[src/rtl/gate_pkg.sv]
// Shared definitions for the gate sweep sequencer: FSM states and
// 2-input truth tables indexed by {a,b}.
package gate_pkg;

   typedef enum logic [1:0] {
      IDLE,
      SETTLE,
      SAMPLE,
      DONE
   } sweep_state_t;

   localparam logic [3:0] NAND_TT = 4'b0111;
   localparam logic [3:0] AND_TT  = 4'b1000;
   localparam logic [3:0] OR_TT   = 4'b1110;
   localparam logic [3:0] NOR_TT  = 4'b0001;
   localparam logic [3:0] XOR_TT  = 4'b0110;

endpackage

[src/rtl/nand_sweep_ctrl_settle_timer.sv]
// Settle timer: counts 0..SETTLE_CYCLES-1 while enabled; expire flags the
// last count and the counter wraps to 0 on the following enabled edge.
module settle_timer #(
   parameter int unsigned SETTLE_CYCLES = 2
) (
   input  logic clk,
   input  logic rst,
   input  logic clr,
   input  logic en,
   output logic expire
);

   localparam int unsigned   CW   = (SETTLE_CYCLES > 1) ? $clog2(SETTLE_CYCLES) : 1;
   localparam logic [CW-1:0] LAST = CW'(SETTLE_CYCLES - 1);

   logic [CW-1:0] cnt;

   always_ff @(posedge clk or posedge rst) begin
      if (rst) begin
         cnt <= '0;
      end else if (clr) begin
         cnt <= '0;
      end else if (en) begin
         cnt <= expire ? '0 : cnt + 1'b1;
      end
   end

   assign expire = (cnt == LAST);

endmodule

[src/rtl/nand_sweep_ctrl.sv]
// Sequencer that drives an external 2-input gate through 00,01,10,11,
// samples its output after a settle time and checks it against EXPECT.
module nand_sweep_ctrl
   import gate_pkg::*;
#(
   parameter int unsigned SETTLE_CYCLES = 2,
   parameter logic [3:0]  EXPECT        = NAND_TT,
   parameter int unsigned CNT_W         = 8
) (
   input  logic             clk,
   input  logic             rst,
   input  logic             start,
   input  logic             abort,
   input  logic             gate_y,
   output logic             gate_a,
   output logic             gate_b,
   output logic             busy,
   output logic             done,
   output logic             pass,
   output logic [3:0]       fail_mask,
   output logic [CNT_W-1:0] sweep_cnt
);

   sweep_state_t state_q, state_d;
   logic [1:0]   vec_q, vec_d;
   logic         tmr_clr, tmr_en, tmr_expire;

   settle_timer #(
      .SETTLE_CYCLES(SETTLE_CYCLES)
   ) u_timer (
      .clk   (clk),
      .rst   (rst),
      .clr   (tmr_clr),
      .en    (tmr_en),
      .expire(tmr_expire)
   );

   always_ff @(posedge clk or posedge rst) begin
      if (rst) state_q <= IDLE;
      else     state_q <= state_d;
   end

   always_comb begin
      state_d = state_q;
      vec_d   = vec_q;
      tmr_clr = 1'b0;
      tmr_en  = 1'b0;
      case (state_q)
         IDLE: begin
            if (start && !abort) begin
               state_d = SETTLE;
               vec_d   = '0;
               tmr_clr = 1'b1;
            end
         end
         SETTLE: begin
            if (abort) begin
               state_d = IDLE;
               tmr_clr = 1'b1;
            end else begin
               tmr_en = 1'b1;
               if (tmr_expire) state_d = SAMPLE;
            end
         end
         SAMPLE: begin
            tmr_clr = 1'b1;
            if (abort) begin
               state_d = IDLE;
            end else if (vec_q == 2'd3) begin
               state_d = DONE;
            end else begin
               state_d = SETTLE;
               vec_d   = vec_q + 2'd1;
            end
         end
         DONE:    state_d = IDLE;
         default: state_d = IDLE;
      endcase
   end

   assign busy = (state_q == SETTLE) || (state_q == SAMPLE);
   assign done = (state_q == DONE);

   always_ff @(posedge clk or posedge rst) begin
      if (rst) begin
         vec_q     <= '0;
         gate_a    <= 1'b0;
         gate_b    <= 1'b0;
         pass      <= 1'b0;
         fail_mask <= '0;
         sweep_cnt <= '0;
      end else begin
         vec_q <= vec_d;
         // Gate inputs follow the next state so the vector is live for the
         // whole SETTLE+SAMPLE window and drops to 0 on the exit edge.
         {gate_a, gate_b} <= ((state_d == SETTLE) || (state_d == SAMPLE)) ? vec_d : 2'b00;
         case (state_q)
            IDLE: begin
               if (start && !abort) begin
                  fail_mask <= '0;
                  pass      <= 1'b0;
               end
            end
            SETTLE: begin
               if (abort) pass <= 1'b0;
            end
            SAMPLE: begin
               if (abort) pass <= 1'b0;
               else if (gate_y != EXPECT[vec_q]) fail_mask[vec_q] <= 1'b1;
            end
            DONE: begin
               pass <= ~|fail_mask;
               if (sweep_cnt != '1) sweep_cnt <= sweep_cnt + 1'b1;
            end
            default: ;
         endcase
      end
   end

endmodule
[config.mk]
export PLATFORM = sky130hd
export DESIGN_NAME = nand_sweep_ctrl
export DESIGN_NICKNAME = d
export VERILOG_FILES = /design/src/rtl/gate_pkg.sv /design/src/rtl/nand_sweep_ctrl_settle_timer.sv /design/src/rtl/nand_sweep_ctrl.sv
export SDC_FILE = /design/constraint.sdc
export NUM_CORES = 1
export LEC_CHECK = 0
export ABC_AREA = 1
export CORE_ASPECT_RATIO = 0.8
export CORE_MARGIN = 4
export CORE_UTILIZATION = 55
export CTS_BUF_LIST = sky130_fd_sc_hd__clkbuf_4 sky130_fd_sc_hd__clkbuf_8 sky130_fd_sc_hd__clkbuf_16
export CTS_CLUSTER_DIAMETER = 40
export DETAILED_ROUTE_END_ITERATION = 8
export DONT_BUFFER_PORTS = 1
export PLACE_DENSITY_LB_ADDON = 0.3
export SYNTH_ARGS = -nofsm -noshare
export SYNTH_HDL_FRONTEND = slang
export SYNTH_SLANG_ARGS = --single-unit
[constraint.sdc]
create_clock -name clk -period 1.5 [get_ports clk]
set_input_delay 0.15 -clock clk [delete_from_list [all_inputs] [get_ports clk]]
set_output_delay 0.15 -clock clk [all_outputs]
set_load 0.05 [all_outputs]
==> results by group, run 1 <==
Power
  – Total power: 2420 uW
  – Clock power frac: 17.8%
  – Switching portion of total power: between 40% and 50%
  – Cell internal pwr: 1340 uW
  – Switching power: 1080 uW
  – Static Leak: 0.000779 uW
  – Peak supply drop: 1410 uV
  – Comb pwr share: between 50 and 60%
  – Flop pwr share: 30.9%
  – Pwr dens: 1560 nW/um2

Setup path
  – Critical Path Slowest Stage Cell: dfrtp_1
  – Worst R2R Start: state_q[1]$_DFF_PP0_
  – Critical path type: flop to flop
  – FF-to-FF setup slack: 8 ps
  – R2R depth: 10
  – CP required: between 1500 and 2000 ps
  – Worst setup endpoint: gate_a$_DFF_PP0_
  – Largest stage delay, worst path: 450 ps
  – Critical-path cell list: inv_2, buf_4, ha_4, nand2_1, nand2_1, nand2_1, a21oi_2, nand2_1, nand2_2, nor2_1
  – Worst setup SP type: flop
  – Crit-path max FO: 5
  – CP endpoint kind: flop
  – Critical Path AT: 1690 ps
  – Setup crit start: state_q[1]$_DFF_PP0_
  – Cell mode on critical path: nand2_1
  – Crit Reg-Reg Endpoint: gate_a$_DFF_PP0_

Cells and area
  – Register area: approximately 500 um2
  – Syn-to-layout area delta: 26.5%
  – Share of cells above drive strength 1: approximately 33%
  – Leading cell types in the layout, fill and taps excluded: 49 x nand2_1, 23 x buf_4, 18 x dfrtp_1
  – Footprint of the multi-input gates: about 700 um2
  – Final net count: ~190
  – Fin util: 72.6%
  – Post-route cell area: 1550 um2
  – Most common cell after layout, fill and taps aside: nand2_1
  – # fillers: 156
  – Antenna cells: 0

Drt
  – Wirelength per Cell: 13.8 um
  – Avg Vias per Cell: 5.35
  – Drt drc: 0
  – First-pass DRT Iterations: 4
  – Post-DRT Antenna Nets: 0
  – Iter 0 DRT Violations: 32
  – Vias: roughly 1.1k
  – Routed WL: approximately 2800 um

Timing
  – Pins Over Slew Limit: 0
  – Fmax: 0.670 GHz
  – Finish-stage setup viols: 0
  – Clock skew: about 15 ps
  – Slew margin rel.: 64.1%
  – Worst Tran Pin Value: 533 ps
  – Final hold vios: 0
  – Tcrit/Tclk final: 99.5%
  – Min Tclk post-route: 1490 ps

Global routing
  – First-pass GRT wire length: 4510 um
  – Initial antenna violation count: 0
  – Overflow after GRT: 0
  – Largest net degree at the start of global routing: 13
  – Vias in the first global route: 1034
  – Tot GR Track Use: 19.5%

Die
  – Starting Density: 57.4%
  – Die area: 3060 um2
  – Row cnt: 15
  – Core area: 2140 um2
  – Die extent in x: 60.8 um
  – I/O pin cnt: 22
  – Die Y: 50.3 um

Hold path
  – HP Start: abort
  – HP Class: input pin to flop

Job
  – Max cap viols: 0

Logic synthesis
  – Netlist cell types: 25
  – Synthesis Warnings: 0
  – Sequential-to-total area share from yosys stat: 40.7%
  – Syn_nets: 167
  – Synth Instances: 155
  – Mapped Avg Cell Area: 7.93 um2
  – Yosys reg bits: 20
  – Mapped Area: ~1200 um2

Clocking
  – Worst-Skew Late Latency: 300 ps
  – CTS Root Cell: clkbuf_4
  – CTS sink count: 20
  – Htree depth: 1
  – CTS Buffer Depth: 2
  – Clk slew on worst S/H paths: 120 ps
  – Inserted Clock Buffers: 3
  – CTS tree: done

Placement
  – Dpl hpwl: around 2200 um
  – DP Area: 1410 um2
  – RePlAce Congestion: about 0.85
  – IO buf count: 0

Run status
  – Outcome: finished, final reports clean
-- cell type report --
type | instances | share of cell area [%]
inverter | 20 | 5.23
multi-input combinational | 113 | 45.2
tap | 25 | 2.01
clock inverter | 1 | 1.93
sequential | 20 | 32.4
timing repair buffer | 24 | 11.8
clock buffer | 3 | 1.45
-- power groups by stage --
stage | combinational, uW | clock, uW | sequential (uW)
after floorplan | 674 | 0 | 854
after global placement | 1000 | 0 | 746
after detailed placement | 1040 | 0 | 752
after CTS | 1060 | 440 | 741
after global routing | 1350 | 457 | 759
final | 1240 | 432 | 748
-- metal layers --
layer,wire length [um],GRT usage [%],vias up
met5,0,0,-
met4,61,2.89,0
met3,263,6.68,10
met2,1360,30.8,55
met1,1160,26.2,500
li1,-,-,537
-- cells in the mapped netlist --
cell type,number,area share [%]
a21oi_1,3,1.2
inv_2,4,1.2
nor3_1,1,0.41
nor2_2,2,1.0
buf_4,1,0.61
nand3_1,6,2.4
nor2_1,8,2.4
a21oi_2,1,0.71
dfrtp_1,20,41
o21ai_0,7,2.9
xnor2_1,5,3.6
clkinv_2,2,0.81
nand3_2,1,0.81
a21oi_4,1,1.3
inv_1,14,4.3
nand4_1,2,1.0
nand2_4,4,3.7
nand2_2,3,1.5
nor4_1,1,0.51
ha_1,7,7.1
buf_2,1,0.41
o21ai_1,6,2.4
nand2_1,50,15
o21ai_2,2,1.4
xor2_1,3,2.1
-- critical path, delay by kind of cell (launching register included) --
kind / cells / cell delay [ps]
flops: 1 / 450
simple gates: 6 / 440
buf+inv: 2 / 240
compound gates: 1 / 150
fa+ha+maj: 1 / 140
-- metrics by stage --
step | setup TNS [ps] | worst slack, ps | cells | hold slack (ps)
3_3_place_gp | 0 | 34.6 | 198 | 68.7
4_1_cts | 0 | 2.16 | 203 | 32.1
2_1_floorplan | 0 | 9.70 | 155 | 114
6_report | 0 | 7.74 | 206 | 47.4
5_1_grt | -141 | -68.4 | 206 | 63.7
3_5_place_dp | -46.8 | -27.4 | 198 | 75.7
-- sequential cells by signal, summed over array words and instances (netlist names) --
register and count:
fail_mask 4, pass 1, state_q 2, u_timer.expire 1
sweep_cnt 8, gate_b 1, gate_a 1, vec_q 2
-- timing repair --
item                                    in CTS  in global routing
buffers inserted                             0                  3
pin swaps                                    0                  2
resized for setup                            1                 15
hold buffers                                 1                  0
endpoints found under the hold margin       11                  0
endpoints found under the setup margin       2                 12
-- worst min path at each step --
| stage | depth (start not counted) | slack (ps) | endpoint |
|---|---|---|---|
| global route | 3 | 60 | state_q[1]$_DFF_PP0_ |
| detailed placement | 1 | 80 | sweep_cnt[3]$_DFFE_PP0P_ |
| CTS | 3 | 30 | state_q[1]$_DFF_PP0_ |
| global placement | 1 | 70 | sweep_cnt[5]$_DFFE_PP0P_ |
| floorplan | 1 | 110 | fail_mask[0]$_DFFE_PP0P_ |
| finish | 3 | 50 | state_q[1]$_DFF_PP0_ |
-- logic make-up after synthesis --
family	Yosys count	share of synthesized area [%]
DFF	20	40.7
buffers and inverters	22	7.33
xor gates and xnor gates	8	5.70
AOI/OAI and AO/OA	20	9.98
and+or+nand+nor	78	29.1
adders and majority gates	7	7.13
Note: power is estimated with default switching activity, not from simulation.
==> inputs of run 2 (changes only) <==
--- a/config.mk
+++ b/config.mk
@@ -13,6 +13,7 @@
 export CTS_CLUSTER_DIAMETER = 40
 export DETAILED_ROUTE_END_ITERATION = 8
 export DONT_BUFFER_PORTS = 1
+export HOLD_SLACK_MARGIN = 0.02
 export PLACE_DENSITY_LB_ADDON = 0.3
 export SYNTH_ARGS = -nofsm -noshare
 export SYNTH_HDL_FRONTEND = slang
==> results of run 2 <==
Same layout as run 1: the final DEF is identical, and so are final timing and power.
==> inputs of run 3 (changes only) <==
--- a/config.mk
+++ b/config.mk
@@ -6,6 +6,7 @@
 export NUM_CORES = 1
 export LEC_CHECK = 0
 export ABC_AREA = 1
+export CAP_MARGIN = 25
 export CORE_ASPECT_RATIO = 0.8
 export CORE_MARGIN = 4
 export CORE_UTILIZATION = 55
==> results of run 3 <==
Same layout as run 1: the final DEF is identical, and so are final timing and power.
